`src/rtl/pipeline_control_unit_pkg.sv`:
```
// -----------------------------------------------------------------------------
// pipeline_control_unit_pkg
// Shared encodings for the pipeline control unit: stage one-hot codes (which
// double as the FSM state codes), opcode-group bit indices, control-bus bit
// indices and the bus widths used on the decoder interface.
// -----------------------------------------------------------------------------
package pipeline_control_unit_pkg;

  localparam int STAGE_COUNT  = 5;
  localparam int GROUP_COUNT  = 6;
  localparam int OPCODE_COUNT = 16;
  localparam int SIGNAL_COUNT = 6;

  // Bit positions inside the one-hot stage vector.
  localparam int STAGE_IF  = 0;
  localparam int STAGE_ID  = 1;
  localparam int STAGE_EX  = 2;
  localparam int STAGE_MEM = 3;
  localparam int STAGE_WB  = 4;

  // Bit positions inside the opcode-group vector.
  localparam int GROUP_ALU        = 0;
  localparam int GROUP_ALU_TWO_OP = 1;
  localparam int GROUP_LOAD       = 2;
  localparam int GROUP_STORE      = 3;
  localparam int GROUP_REGISTER   = 4;
  localparam int GROUP_BRANCH     = 5;

  // Bit positions inside the control bus.
  localparam int CONTROL_RR_READ   = 0;
  localparam int CONTROL_RD_READ   = 1;
  localparam int CONTROL_RR_WRITE  = 2;
  localparam int CONTROL_RD_WRITE  = 3;
  localparam int CONTROL_MEM_READ  = 4;
  localparam int CONTROL_MEM_WRITE = 5;

  // FSM state codes are the one-hot stage codes, so the state register is
  // driven straight onto the stage output.
  typedef enum logic [STAGE_COUNT-1:0] {
    ST_IF  = 5'b00001,
    ST_ID  = 5'b00010,
    ST_EX  = 5'b00100,
    ST_MEM = 5'b01000,
    ST_WB  = 5'b10000
  } stage_e;

  // True when the instruction touches the data bus.
  function automatic logic is_mem_group(input logic [GROUP_COUNT-1:0] grp);
    return grp[GROUP_LOAD] | grp[GROUP_STORE];
  endfunction

endpackage

```
`src/rtl/pipeline_control_unit_mem_wait_timer.sv`:
```
// -----------------------------------------------------------------------------
// pipeline_control_unit_mem_wait_timer
// Counts MEM wait cycles and flags the cycle whose increment reaches the
// timeout limit. A limit of zero never expires.
// Ports:
//   i_clk      clock, rising edge
//   i_reset    synchronous active-high reset
//   i_clear    zero the counter (wins over i_enable)
//   i_enable   count one wait cycle
//   o_expired  this cycle's increment reaches MEM_TIMEOUT
// -----------------------------------------------------------------------------
module pipeline_control_unit_mem_wait_timer #(
  parameter int MEM_TIMEOUT = 8,
  parameter int TIMEOUT_W   = 4
) (
  input  logic i_clk,
  input  logic i_reset,
  input  logic i_clear,
  input  logic i_enable,
  output logic o_expired
);

  logic [TIMEOUT_W-1:0] r_count;
  logic [TIMEOUT_W-1:0] w_count_inc;

  assign w_count_inc = r_count + TIMEOUT_W'(1);

  // Looking at the incremented value lets the abort land on the edge that
  // ends the MEM_TIMEOUT-th wait cycle rather than one cycle later.
  assign o_expired = (MEM_TIMEOUT != 0) && i_enable &&
                     (w_count_inc == TIMEOUT_W'(MEM_TIMEOUT));

  // Wait-cycle counter.
  always_ff @(posedge i_clk) begin
    if (i_reset) begin
      r_count <= '0;
    end else if (i_clear) begin
      r_count <= '0;
    end else if (i_enable) begin
      r_count <= w_count_inc;
    end else begin
      r_count <= r_count;
    end
  end

endmodule

```
`src/rtl/pipeline_control_unit.sv`:
```
// -----------------------------------------------------------------------------
// pipeline_control_unit
// Stage FSM (IF, ID, EX, MEM, WB) driving the register-file / bus control bus.
// Handles two-word fetch, mem_ready wait states with timeout abort, optional
// MEM skip for non-memory groups, a global stall and a retire counter.
// Ports:
//   i_clk, i_reset       clock and synchronous active-high reset
//   i_opcode_type        one-hot opcode from the decoder (not needed here)
//   i_opcode_group       one-hot group(s) from the decoder, valid in ID
//   i_two_word           two-word instruction flag, valid in first IF cycle
//   i_mem_ready          bus access completes this cycle (MEM only)
//   i_stall              global hold
//   o_pipeline_stage     one-hot current stage
//   o_fetch_second       second-word IF cycle
//   o_signals            control bus
//   o_instr_done         retire strobe (WB, not stalled)
//   o_mem_timeout        one-cycle flag after a MEM timeout abort
//   o_instr_count        retired-instruction count, wraps silently
// -----------------------------------------------------------------------------
module pipeline_control_unit
  import pipeline_control_unit_pkg::*;
#(
  parameter int SKIP_MEM    = 1,
  parameter int MEM_TIMEOUT = 8,
  parameter int TIMEOUT_W   = 4,
  parameter int INSTR_CNT_W = 16
) (
  input  logic                    i_clk,
  input  logic                    i_reset,
  input  logic [OPCODE_COUNT-1:0] i_opcode_type,
  input  logic [GROUP_COUNT-1:0]  i_opcode_group,
  input  logic                    i_two_word,
  input  logic                    i_mem_ready,
  input  logic                    i_stall,
  output logic [STAGE_COUNT-1:0]  o_pipeline_stage,
  output logic                    o_fetch_second,
  output logic [SIGNAL_COUNT-1:0] o_signals,
  output logic                    o_instr_done,
  output logic                    o_mem_timeout,
  output logic [INSTR_CNT_W-1:0]  o_instr_count
);

  stage_e                  r_state;
  stage_e                  w_state_next;
  logic                    r_fetch_second;
  logic                    w_fetch_second_next;
  logic [GROUP_COUNT-1:0]  r_grp;
  logic                    r_mem_timeout;
  logic [INSTR_CNT_W-1:0]  r_instr_count;
  logic [SIGNAL_COUNT-1:0] w_signals;
  logic                    w_in_mem;
  logic                    w_timer_clear;
  logic                    w_timer_enable;
  logic                    w_timer_expired;
  logic                    w_abort;
  logic                    w_retire;
  logic                    w_unused_bits;

  // The opcode itself and two latched group bits carry no control meaning here.
  assign w_unused_bits = ^{i_opcode_type, r_grp[GROUP_ALU_TWO_OP], r_grp[GROUP_BRANCH]};

  assign w_in_mem       = (r_state == ST_MEM);
  assign w_timer_enable = w_in_mem & ~i_stall & ~i_mem_ready;
  // Counter sits at zero outside MEM and is zeroed on the edge leaving MEM.
  assign w_timer_clear  = ~w_in_mem | (~i_stall & (i_mem_ready | w_timer_expired));
  assign w_abort        = w_in_mem & w_timer_expired;
  assign w_retire       = (r_state == ST_WB) & ~i_stall;

  pipeline_control_unit_mem_wait_timer #(
    .MEM_TIMEOUT (MEM_TIMEOUT),
    .TIMEOUT_W   (TIMEOUT_W)
  ) u_mem_wait_timer (
    .i_clk     (i_clk),
    .i_reset   (i_reset),
    .i_clear   (w_timer_clear),
    .i_enable  (w_timer_enable),
    .o_expired (w_timer_expired)
  );

  // Next-state and second-word flag; stall holds everything.
  always_comb begin
    w_state_next        = r_state;
    w_fetch_second_next = r_fetch_second;
    if (i_stall) begin
      w_state_next        = r_state;
      w_fetch_second_next = r_fetch_second;
    end else begin
      case (r_state)
        ST_IF: begin
          if (i_two_word & ~r_fetch_second) begin
            w_state_next        = ST_IF;
            w_fetch_second_next = 1'b1;
          end else begin
            w_state_next        = ST_ID;
            w_fetch_second_next = 1'b0;
          end
        end
        ST_ID: begin
          w_state_next = ST_EX;
        end
        ST_EX: begin
          if (is_mem_group(r_grp) || (SKIP_MEM == 0)) begin
            w_state_next = ST_MEM;
          end else begin
            w_state_next = ST_WB;
          end
        end
        ST_MEM: begin
          // mem_ready beats the timeout when both land on the same cycle.
          if (i_mem_ready) begin
            w_state_next = ST_WB;
          end else if (w_timer_expired) begin
            w_state_next = ST_IF;
          end else begin
            w_state_next = ST_MEM;
          end
        end
        ST_WB: begin
          w_state_next = ST_IF;
        end
        default: begin
          w_state_next        = ST_IF;
          w_fetch_second_next = 1'b0;
        end
      endcase
    end
  end

  // Control bus decode; ID uses the live group, MEM/WB use the latched one.
  always_comb begin
    w_signals = '0;
    if (i_stall) begin
      w_signals = '0;
    end else begin
      case (r_state)
        ST_ID: begin
          w_signals[CONTROL_RR_READ] = i_opcode_group[GROUP_ALU_TWO_OP] | i_opcode_group[GROUP_STORE] |
                                       i_opcode_group[GROUP_LOAD] | i_opcode_group[GROUP_REGISTER];
          w_signals[CONTROL_RD_READ] = i_opcode_group[GROUP_ALU] | i_opcode_group[GROUP_LOAD];
        end
        ST_MEM: begin
          w_signals[CONTROL_MEM_READ]  = r_grp[GROUP_LOAD];
          w_signals[CONTROL_MEM_WRITE] = r_grp[GROUP_STORE];
        end
        ST_WB: begin
          w_signals[CONTROL_RD_WRITE] = r_grp[GROUP_ALU] | r_grp[GROUP_REGISTER] | r_grp[GROUP_LOAD];
        end
        default: begin
          w_signals = '0;
        end
      endcase
    end
  end

  // State, group latch, abort flag and retire counter.
  always_ff @(posedge i_clk) begin
    if (i_reset) begin
      r_state        <= ST_IF;
      r_fetch_second <= 1'b0;
      r_grp          <= '0;
      r_mem_timeout  <= 1'b0;
      r_instr_count  <= '0;
    end else begin
      r_mem_timeout <= w_abort;
      if (!i_stall) begin
        r_state        <= w_state_next;
        r_fetch_second <= w_fetch_second_next;
        if (r_state == ST_ID) begin
          r_grp <= i_opcode_group;
        end
        if (w_retire) begin
          r_instr_count <= r_instr_count + INSTR_CNT_W'(1);
        end
      end
    end
  end

  assign o_pipeline_stage = r_state;
  assign o_fetch_second   = r_fetch_second;
  assign o_signals        = w_signals;
  assign o_instr_done     = w_retire;
  assign o_mem_timeout    = r_mem_timeout;
  assign o_instr_count    = r_instr_count;

endmodule
```
`config.mk`:
```
export PLATFORM = sky130hd
export DESIGN_NAME = pipeline_control_unit
export DESIGN_NICKNAME = d
export VERILOG_FILES = /design/src/rtl/pipeline_control_unit_pkg.sv /design/src/rtl/pipeline_control_unit_mem_wait_timer.sv /design/src/rtl/pipeline_control_unit.sv
export SDC_FILE = /design/constraint.sdc
export NUM_CORES = 1
export LEC_CHECK = 0
export CAP_MARGIN = 20
export CELL_PAD_IN_SITES_DETAIL_PLACEMENT = 0
export CELL_PAD_IN_SITES_GLOBAL_PLACEMENT = 1
export CORE_UTILIZATION = 29
export CTS_BUF_LIST = sky130_fd_sc_hd__clkbuf_4 sky130_fd_sc_hd__clkbuf_8 sky130_fd_sc_hd__clkbuf_16
export CTS_CLUSTER_DIAMETER = 50
export DETAILED_ROUTE_END_ITERATION = 7
export HOLD_SLACK_MARGIN = 0.1
export PLACE_DENSITY = 0.84
export SYNTH_ARGS = -nofsm -noshare
export SYNTH_HDL_FRONTEND = slang
export SYNTH_HIERARCHICAL = 1
export SYNTH_SLANG_ARGS = --single-unit
```
`constraint.sdc`:
```
create_clock -name i_clk -period 2 [get_ports i_clk]
set_input_delay 0.4 -clock i_clk [delete_from_list [all_inputs] [get_ports i_clk]]
set_output_delay 0.4 -clock i_clk [all_outputs]
set_load 0.01 [all_outputs]
```
==> metrics.txt, run 1 <==
# TYPE chip_impl_metric gauge
chip_impl_metric{name="post-route-drc-count",unit=""} 0
chip_impl_metric{name="required",unit="ns"} 2.16
chip_impl_metric{name="internal-power",unit="mW"} 1.02
chip_impl_metric{name="routabilityCongestion",unit=""} 0.787
chip_impl_metric{name="post-synth-top-area-fraction",unit="%"} 37.8
chip_impl_metric{name="worst-path-buf-inv",unit=""} 2
chip_impl_metric{name="pwr_density_cell",unit="mW/mm^2"} 532
chip_impl_metric{name="arrival",unit="ns"} 2.20
chip_impl_metric{name="post_detailed_placement_cell_area",unit="sq mm"} 0.00225
chip_impl_metric{name="setup.reg_to_reg.worst_slack",unit="ns"} -0.03
chip_impl_info{name="worst_r2r_startpoint",value="o_pipeline_stage[2]"} 1
chip_impl_metric{name="largest_net_degree_at_the_start_of_global_routing",unit=""} 28
chip_impl_metric{name="standard_cell_core_area",unit="sq mm"} 0.00547
chip_impl_metric{name="mappedNetlistArea",unit="sq mm"} 0.00164
chip_impl_info{name="setup.worst_path.start",value="o_pipeline_stage[2]"} 1
chip_impl_metric{name="fmax",unit="MHz"} 492
chip_impl_metric{name="dr.pass1.iters",unit=""} 4
chip_impl_metric{name="timing_max_transition_violations_final",unit=""} 0
chip_impl_metric{name="antenna_cells",unit=""} 0
chip_impl_metric{name="crit_cells",unit=""} 6
chip_impl_metric{name="multi_input_area",unit="sq mm"} 0.00103
chip_impl_metric{name="per_cell_routed_wire_length",unit="um"} 12.8
chip_impl_metric{name="grt_antenna_before_repair",unit=""} 0
chip_impl_info{name="most_frequently_used_flop_master_after_synthesis",value="sky130_fd_sc_hd__dfxtp_1"} 1
chip_impl_metric{name="worst_r2r_path_depth",unit=""} 6
chip_impl_metric{name="setup-violations-final",unit=""} 5
chip_impl_metric{name="instances_no_fill",unit=""} 337
chip_impl_info{name="netlist_top_cells_area",value="sky130_fd_sc_hd__dfxtp_1 38%, sky130_fd_sc_hd__nor2_1 5.3%, sky130_fd_sc_hd__xor2_1 4.8%, sky130_fd_sc_hd__mux2i_1 4.3%, sky130_fd_sc_hd__xnor2_1 3.2%"} 1
chip_impl_metric{name="first_iter_violations",unit=""} 44
chip_impl_metric{name="ys_ff_latch",unit=""} 31
chip_impl_metric{name="layout.cell_area.non_filler",unit="sq mm"} 0.00250
chip_impl_metric{name="die-height",unit="um"} 77.3
chip_impl_metric{name="finalCoreUtilization",unit="%"} 45.7
chip_impl_metric{name="die_area",unit="sq mm"} 0.00597
chip_impl_metric{name="post_synth.cell_area_avg",unit="sq um"} 8.26
chip_impl_info{name="setup.worst_path.class",value="reg2reg"} 1
chip_impl_metric{name="clock_skew",unit="ns"} 0.00833
chip_impl_info{name="failing_checks",value="setup timing"} 1
chip_impl_metric{name="pwr-share-clk",unit="%"} 41.8
chip_impl_metric{name="storage_cell_area",unit="sq um"} 626
chip_impl_info{name="status",value="complete, but fails checks"} 1
chip_impl_info{name="cts-root-buf",value="sky130_fd_sc_hd__clkbuf_8"} 1
chip_impl_metric{name="power.net_switching",unit="uW"} 310
chip_impl_metric{name="row_count",unit=""} 27
chip_impl_info{name="reg2reg_capture_point",value="o_instr_count[13]"} 1
chip_impl_metric{name="io_buffers",unit=""} 38
chip_impl_metric{name="gr-usage-all-layers",unit="%"} 15.2
chip_impl_info{name="crit_path_end",value="o_instr_count[13]"} 1
chip_impl_metric{name="globalRouteOverflowTotal",unit=""} 0
chip_impl_metric{name="fin_total_pwr",unit="mW"} 1.33
chip_impl_metric{name="syn_to_final_growth",unit="%"} 52.3
chip_impl_metric{name="clk_latency",unit="ns"} 0.29
chip_impl_info{name="path_delay_family",value="simple AND/OR/NAND/NOR gates"} 1
chip_impl_info{name="critical_path.slowest_cell",value="sky130_fd_sc_hd__or4b_4"} 1
chip_impl_metric{name="setup_slack",unit="ns"} -0.0318
chip_impl_metric{name="wire_length_of_the_first_global_routing_pass",unit="um"} 7250
chip_impl_metric{name="dp_wirelength",unit="um"} 2890
chip_impl_metric{name="dr_total_vias",unit=""} 1684
chip_impl_metric{name="initial_utilization",unit="%"} 30.0
chip_impl_metric{name="pwr-share-seq",unit="%"} 47.6
chip_impl_metric{name="final.fill_count",unit=""} 550
chip_impl_metric{name="antenna_violating_nets_post_route",unit=""} 0
chip_impl_metric{name="boundaryPins",unit=""} 57
chip_impl_metric{name="post_synth_edffs",unit=""} 0
chip_impl_info{name="worstPathCellList",value="or4b_4 -> buf_6 -> or3_4 -> buf_4 -> o31ai_1 -> a21oi_2"} 1
chip_impl_metric{name="timing.critical_path.fanout_max",unit=""} 7
chip_impl_metric{name="final_min_period_over_clock_period",unit="%"} 102
chip_impl_metric{name="finalNetCount",unit=""} 294
chip_impl_metric{name="path_clk_slew",unit="ns"} 0.07
chip_impl_metric{name="synth_sequential_area_ratio",unit="%"} 37.8
chip_impl_metric{name="clock_sink_count",unit=""} 31
chip_impl_info{name="cts_tree",value="yes"} 1
chip_impl_metric{name="power_switching_share",unit="%"} 23.3
chip_impl_metric{name="dpl.cell_count",unit=""} 321
chip_impl_metric{name="post-route-min-period",unit="ns"} 2.03
chip_impl_metric{name="netlist_instances",unit=""} 199
chip_impl_metric{name="chipWidth",unit="um"} 77.3
chip_impl_metric{name="numCtsBuffers",unit=""} 5
chip_impl_metric{name="cts_max_level",unit=""} 2
chip_impl_info{name="post-synth-top-area-cell",value="sky130_fd_sc_hd__dfxtp_1"} 1
chip_impl_metric{name="tns",unit="ns"} -0.0635
chip_impl_info{name="hold_path.class",value="reg2reg"} 1
chip_impl_metric{name="irDropWorstVdd",unit="mV"} 0.212
chip_impl_metric{name="yosys_warnings",unit=""} 6
chip_impl_metric{name="critical_path.max_stage_delay",unit="ns"} 0.54
chip_impl_metric{name="synth_nets",unit=""} 229
chip_impl_metric{name="power_leakage",unit="nW"} 0.977
chip_impl_metric{name="number_of_global_route_vias_before_repair",unit=""} 1568
chip_impl_metric{name="async_flop_share",unit="%"} 0
chip_impl_info{name="critPathLaunchType",value="flip-flop"} 1
chip_impl_metric{name="detail_route.wirelength",unit="um"} 4320
chip_impl_metric{name="via_per_inst",unit=""} 5.00
chip_impl_info{name="rsz0062_at_grt",value="true"} 1
chip_impl_info{name="worst_setup_path_end_kind",value="flip-flop"} 1
chip_impl_info{name="mostFrequentLayoutCell",value="sky130_fd_sc_hd__clkdlybuf4s50_1"} 1
chip_impl_metric{name="timing_hold_violations_final",unit=""} 0
chip_impl_metric{name="maxCapViolCount",unit=""} 0
chip_impl_metric{name="synth_cell_types",unit=""} 43
chip_impl_metric{name="cts_max_path_buffers",unit=""} 2
chip_impl_metric{name="share_comb_of_total_power",unit="%"} 10.6
chip_impl_metric{name="drive_above_1_share",unit="%"} 27.2
chip_impl_info{name="layout.cells.most_common_list",value="31 x sky130_fd_sc_hd__clkdlybuf4s50_1, 27 x sky130_fd_sc_hd__dfxtp_1, 26 x sky130_fd_sc_hd__buf_4"} 1
-- metal layers --
metal	wire length, um	global-route usage [%]	up-vias	share of wire [%]
met2	2160	26.5	36	50
li1	-	-	842	-
met5	0	0	-	0
met1	1910	17.4	798	44
met3	166	3.21	8	3.8
met4	85	7.74	0	2.0
-- per-stage QoR --
step / setup slack (ns) / hold slack [ns]
floorplan: -0.0912 / 0.464
global placement: -0.676 / 0.474
detailed placement: -0.684 / 0.483
CTS: -0.0375 / 0.491
global route: -0.160 / 0.515
finish: -0.0318 / 0.488
-- worst register-to-register path, stage by stage (launching register included) --
cell,delay (ns)
sky130_fd_sc_hd__dfxtp_2,0.33
sky130_fd_sc_hd__or4b_4,0.54
sky130_fd_sc_hd__buf_6,0.14
sky130_fd_sc_hd__or3_4,0.40
sky130_fd_sc_hd__buf_4,0.15
sky130_fd_sc_hd__o31ai_1,0.27
sky130_fd_sc_hd__a21oi_2,0.09
-- state kept, by name, summed over array words and instances, names as in the netlist --
name,flops
u_mem_wait_timer/r_count,4
o_pipeline_stage,5
r_grp,4
o_fetch_second,1
o_instr_count,16
o_mem_timeout,1
-- layout make-up --
type	count	share of cell area [%]
Tap cell	72	3.60
Clock buffer	8	4.15
Multi-Input combinational cell	150	41.3
Timing Repair Buffer	71	25.2
Inverter	5	0.750
Sequential cell	31	25.0
-- how the worst min path moves through the flow --
stage                                  from                end  slack, ns  cells past startpoint
after CTS                 o_instr_count[15]  o_instr_count[15]       0.49                      2
after global routing      o_instr_count[15]  o_instr_count[15]       0.52                      2
after floorplan                    r_grp[4]           r_grp[4]       0.46                      2
after global placement    o_instr_count[15]  o_instr_count[15]       0.47                      2
final                     o_instr_count[15]  o_instr_count[15]       0.49                      2
after detailed placement  o_instr_count[15]  o_instr_count[15]       0.48                      2
-- cell usage after synthesis, types with 4 or more instances --
| cell type | number |
|---|---|
| sky130_fd_sc_hd__nor2_1 | 23 |
| sky130_fd_sc_hd__nand4_1 | 6 |
| sky130_fd_sc_hd__nand3_1 | 6 |
| sky130_fd_sc_hd__o31ai_1 | 4 |
| sky130_fd_sc_hd__xnor2_1 | 6 |
| sky130_fd_sc_hd__nor3_1 | 10 |
| sky130_fd_sc_hd__or3_1 | 4 |
| sky130_fd_sc_hd__o21ai_0 | 9 |
| sky130_fd_sc_hd__xor2_1 | 9 |
| sky130_fd_sc_hd__mux2i_1 | 7 |
| sky130_fd_sc_hd__inv_1 | 5 |
| sky130_fd_sc_hd__or4_1 | 4 |
| sky130_fd_sc_hd__a21oi_1 | 9 |
| sky130_fd_sc_hd__nor4_1 | 6 |
| sky130_fd_sc_hd__nand2_1 | 13 |
| sky130_fd_sc_hd__and2_1 | 5 |
| sky130_fd_sc_hd__and3_1 | 4 |
| sky130_fd_sc_hd__dfxtp_1 | 31 |
| sky130_fd_sc_hd__clkbuf_1 | 7 |
-- cells by family after synthesis --
group	after synthesis	synth area share [%]
AND/OR/NAND/NOR	92	30.0
AO/OA/AOI/OAI	32	12.4
flip-flops	31	37.8
buffers and inverters	18	5.03
XOR/XNOR	15	8.00
multiplexers	7	4.27
adder cells (fa/ha/maj)	3	2.29
other	1	0.228
-- power groups by stage --
stage / clock network, mW / registers, mW / logic [mW]
5_1_grt: 0.600 / 0.634 / 0.152
4_1_cts: 0.570 / 0.632 / 0.135
3_3_place_gp: 0 / 0.643 / 0.125
3_5_place_dp: 0 / 0.644 / 0.126
6_report: 0.557 / 0.633 / 0.141
2_1_floorplan: 0 / 0.645 / 0.0620
-- timing repair --
item,in CTS,in global routing
buffers inserted,6,2
endpoints found under the hold margin,0,0
pin swaps,19,7
gates resized for setup,43,11
hold buffers,0,0
endpoints found under the setup margin,17,20
Power figures use the tool's default switching activity.
==> run 2, diff against run 1 <==
- CAP_MARGIN: 20 -> 25
==> results of run 2 <==
Final layout, timing and power as in run 1 (identical DEF).
==> run 3, diff against run 2 <==
--- a/constraint.sdc
+++ b/constraint.sdc
@@ -3,2 +3,2 @@
 set_output_delay 0.4 -clock i_clk [all_outputs]
-set_load 0.01 [all_outputs]
+set_load 0.005 [all_outputs]
==> run 3 against run 2 <==
Net effect:
- the flow still finishes with violations (setup timing)
- die area unchanged
- core utilization increased by 0.11 points
- sequential share of layout area decreased by 0.062 points
- non-clock buffer count increased by 4
- sequential power about the same
- largest cell class unchanged
==> metrics.txt, run 3 (same netlist as run 1, synthesis figures left out) <==
# TYPE chip_impl_metric gauge
chip_impl_info{name="status",value="complete, but fails checks"} 1
chip_impl_info{name="failing_checks",value="setup timing"} 1
chip_impl_metric{name="required",unit="ns"} 2.21
chip_impl_metric{name="final.fill_count",unit=""} 553
chip_impl_metric{name="first_iter_violations",unit=""} 21
chip_impl_info{name="gr-max-usage-layer",value="met2"} 1
chip_impl_metric{name="globalRouteOverflowTotal",unit=""} 0
chip_impl_metric{name="timing_max_transition_violations_final",unit=""} 0
chip_impl_metric{name="maxCapViolCount",unit=""} 0
chip_impl_metric{name="global_route.usage.met2",unit="%"} 26.3
chip_impl_metric{name="post-route-min-period",unit="ns"} 2.05
chip_impl_metric{name="gr-usage-all-layers",unit="%"} 15.2
chip_impl_metric{name="clk_latency",unit="ns"} 0.28
chip_impl_info{name="layout.cells.most_common_list",value="31 x sky130_fd_sc_hd__clkdlybuf4s50_1, 30 x sky130_fd_sc_hd__buf_4, 27 x sky130_fd_sc_hd__dfxtp_1"} 1
chip_impl_metric{name="cts_max_path_buffers",unit=""} 2
chip_impl_metric{name="pre_cts_ws",unit="ns"} -0.640
chip_impl_metric{name="clock_skew",unit="ns"} 0.00462
chip_impl_metric{name="path_clk_slew",unit="ns"} 0.06
chip_impl_info{name="critPathLaunchType",value="flip-flop"} 1
chip_impl_metric{name="fmax",unit="MHz"} 488
chip_impl_metric{name="final_min_period_over_clock_period",unit="%"} 102
chip_impl_metric{name="grt_antenna_before_repair",unit=""} 0
chip_impl_metric{name="post-route-drc-count",unit=""} 0
chip_impl_info{name="cts_tree",value="yes"} 1
chip_impl_metric{name="finalNetCount",unit=""} 298
chip_impl_metric{name="dpl.cell_count",unit=""} 323
chip_impl_info{name="cts-root-buf",value="sky130_fd_sc_hd__clkbuf_8"} 1
chip_impl_metric{name="largest_register_ff_count",unit=""} 16
chip_impl_metric{name="antenna_violating_nets_post_route",unit=""} 0
chip_impl_metric{name="grtUsageMet1",unit="%"} 17.3
chip_impl_metric{name="row_count",unit=""} 27
chip_impl_metric{name="dr_total_vias",unit=""} 1669
chip_impl_metric{name="fin_worst_hold_slack",unit="ns"} 0.495
chip_impl_info{name="rsz0062_at_grt",value="true"} 1
chip_impl_metric{name="power_switching_share",unit="%"} 23.5
chip_impl_metric{name="timing_hold_violations_final",unit=""} 0
chip_impl_metric{name="dp_wirelength",unit="um"} 2860
chip_impl_metric{name="syn_to_final_growth",unit="%"} 52.7
chip_impl_metric{name="tns",unit="ns"} -0.299
chip_impl_metric{name="via_per_inst",unit=""} 4.92
chip_impl_metric{name="internal-power",unit="uW"} 943
chip_impl_info{name="hold_path.class",value="reg2reg"} 1
chip_impl_metric{name="pwr_density_cell",unit="mW/mm^2"} 491
chip_impl_metric{name="cts_max_level",unit=""} 2
chip_impl_metric{name="dr.pass1.iters",unit=""} 4
chip_impl_metric{name="io_buffers",unit=""} 38
chip_impl_metric{name="largest_net_degree_at_the_start_of_global_routing",unit=""} 28
chip_impl_metric{name="storage_cell_area",unit="sq um"} 626
chip_impl_metric{name="initial_utilization",unit="%"} 30.0
chip_impl_metric{name="arrival",unit="ns"} 2.26
chip_impl_metric{name="detail_route.wirelength",unit="um"} 4180
chip_impl_metric{name="fin_total_pwr",unit="mW"} 1.23
chip_impl_metric{name="routabilityCongestion",unit=""} 0.805
chip_impl_metric{name="chipWidth",unit="um"} 77.3
chip_impl_metric{name="pwr-share-seq",unit="%"} 51.3
chip_impl_metric{name="cts_hold_repair.buffers",unit=""} 0
chip_impl_metric{name="per_cell_routed_wire_length",unit="um"} 12.3
chip_impl_info{name="mostFrequentLayoutCell",value="sky130_fd_sc_hd__clkdlybuf4s50_1"} 1
chip_impl_metric{name="power.net_switching",unit="uW"} 290
chip_impl_metric{name="setup-violations-final",unit=""} 9
chip_impl_metric{name="instances_no_fill",unit=""} 339
chip_impl_metric{name="share_comb_of_total_power",unit="%"} 11.4
chip_impl_metric{name="pwr-share-clk",unit="%"} 37.3
chip_impl_metric{name="power_leakage",unit="nW"} 0.979
chip_impl_metric{name="die_area",unit="sq mm"} 0.00597
chip_impl_metric{name="clock_sink_count",unit=""} 31
chip_impl_metric{name="irDropWorstVdd",unit="mV"} 0.215
chip_impl_metric{name="wire_length_of_the_first_global_routing_pass",unit="um"} 7160
chip_impl_metric{name="die-height",unit="um"} 77.3
chip_impl_metric{name="number_of_global_route_vias_before_repair",unit=""} 1612
chip_impl_metric{name="multi_input_area",unit="sq mm"} 0.00104
chip_impl_info{name="setup.worst_path.class",value="reg2reg"} 1
chip_impl_metric{name="drive_above_1_share",unit="%"} 28.8
chip_impl_metric{name="boundaryPins",unit=""} 57
chip_impl_metric{name="antenna_cells",unit=""} 0
chip_impl_metric{name="setup_slack",unit="ns"} -0.0475
chip_impl_info{name="worst_setup_path_end_kind",value="flip-flop"} 1
chip_impl_metric{name="met3_usage",unit="%"} 4.64
chip_impl_metric{name="numCtsBuffers",unit=""} 5
chip_impl_metric{name="standard_cell_core_area",unit="sq mm"} 0.00547
chip_impl_metric{name="timing.critical_path.fanout_max",unit=""} 8
-- run 3: cell count changes in the layout (fill, tap and decap cells not counted), sizes merged --
cell and change:
clkbuf -3, buf +4, dlygate4sd2 +1
-- run 3: layout make-up --
class	count	area share, %
inverters	5	0.748
flip-flops and latches	31	24.9
well taps	72	3.59
multi-input cells	150	41.4
clock buffers	6	3.04
repair buffers	75	26.3
-- run 3: through the flow --
step | cell area, sq um | util, %
detailed placement | 2260 | 41.3
global route | 2510 | 45.8
finish | 2510 | 45.8
global placement | 2260 | 41.3
floorplan | 1660 | -
CTS | 2440 | 44.7
-- run 3: layer usage --
| metal | share of wire (%) | wire length [um] |
|---|---|---|
| met5 | 0 | 0 |
| met4 | 1.5 | 61 |
| met3 | 4.5 | 189 |
| met2 | 49 | 2060 |
| met1 | 45 | 1870 |
-- run 3: timing repair --
action	CTS	global route
gates resized for setup	39	15
pin swaps	15	9
endpoints found under the setup margin	17	14
buffers inserted	8	2
-- run 3: worst max-delay path, stage by stage (launching register included) --
cell,delay [ns]
sky130_fd_sc_hd__dfxtp_2,0.34
sky130_fd_sc_hd__buf_4,0.11
sky130_fd_sc_hd__or4b_4,0.46
sky130_fd_sc_hd__buf_6,0.14
sky130_fd_sc_hd__or3_4,0.40
sky130_fd_sc_hd__or4_1,0.41
sky130_fd_sc_hd__a21oi_1,0.13
-- run 3: path summary, 6_finish.rpt --
check / from / to / slack (ns) / depth (start not counted)
max: o_pipeline_stage[4] / o_instr_count[9] / -0.05 / 6
min: o_instr_count[15] / o_instr_count[15] / 0.49 / 2
max reg2reg: o_pipeline_stage[4] / o_instr_count[9] / -0.05 / 6
min reg2reg: o_instr_count[15] / o_instr_count[15] / 0.49 / 2
-- run 3: power by group through the flow --
stage / logic [mW] / registers (mW) / clock network, mW
detailed placement: 0.124 / 0.644 / 0
finish: 0.141 / 0.633 / 0.459
global route: 0.155 / 0.634 / 0.502
floorplan: 0.0609 / 0.643 / 0
global placement: 0.123 / 0.644 / 0
CTS: 0.135 / 0.632 / 0.477
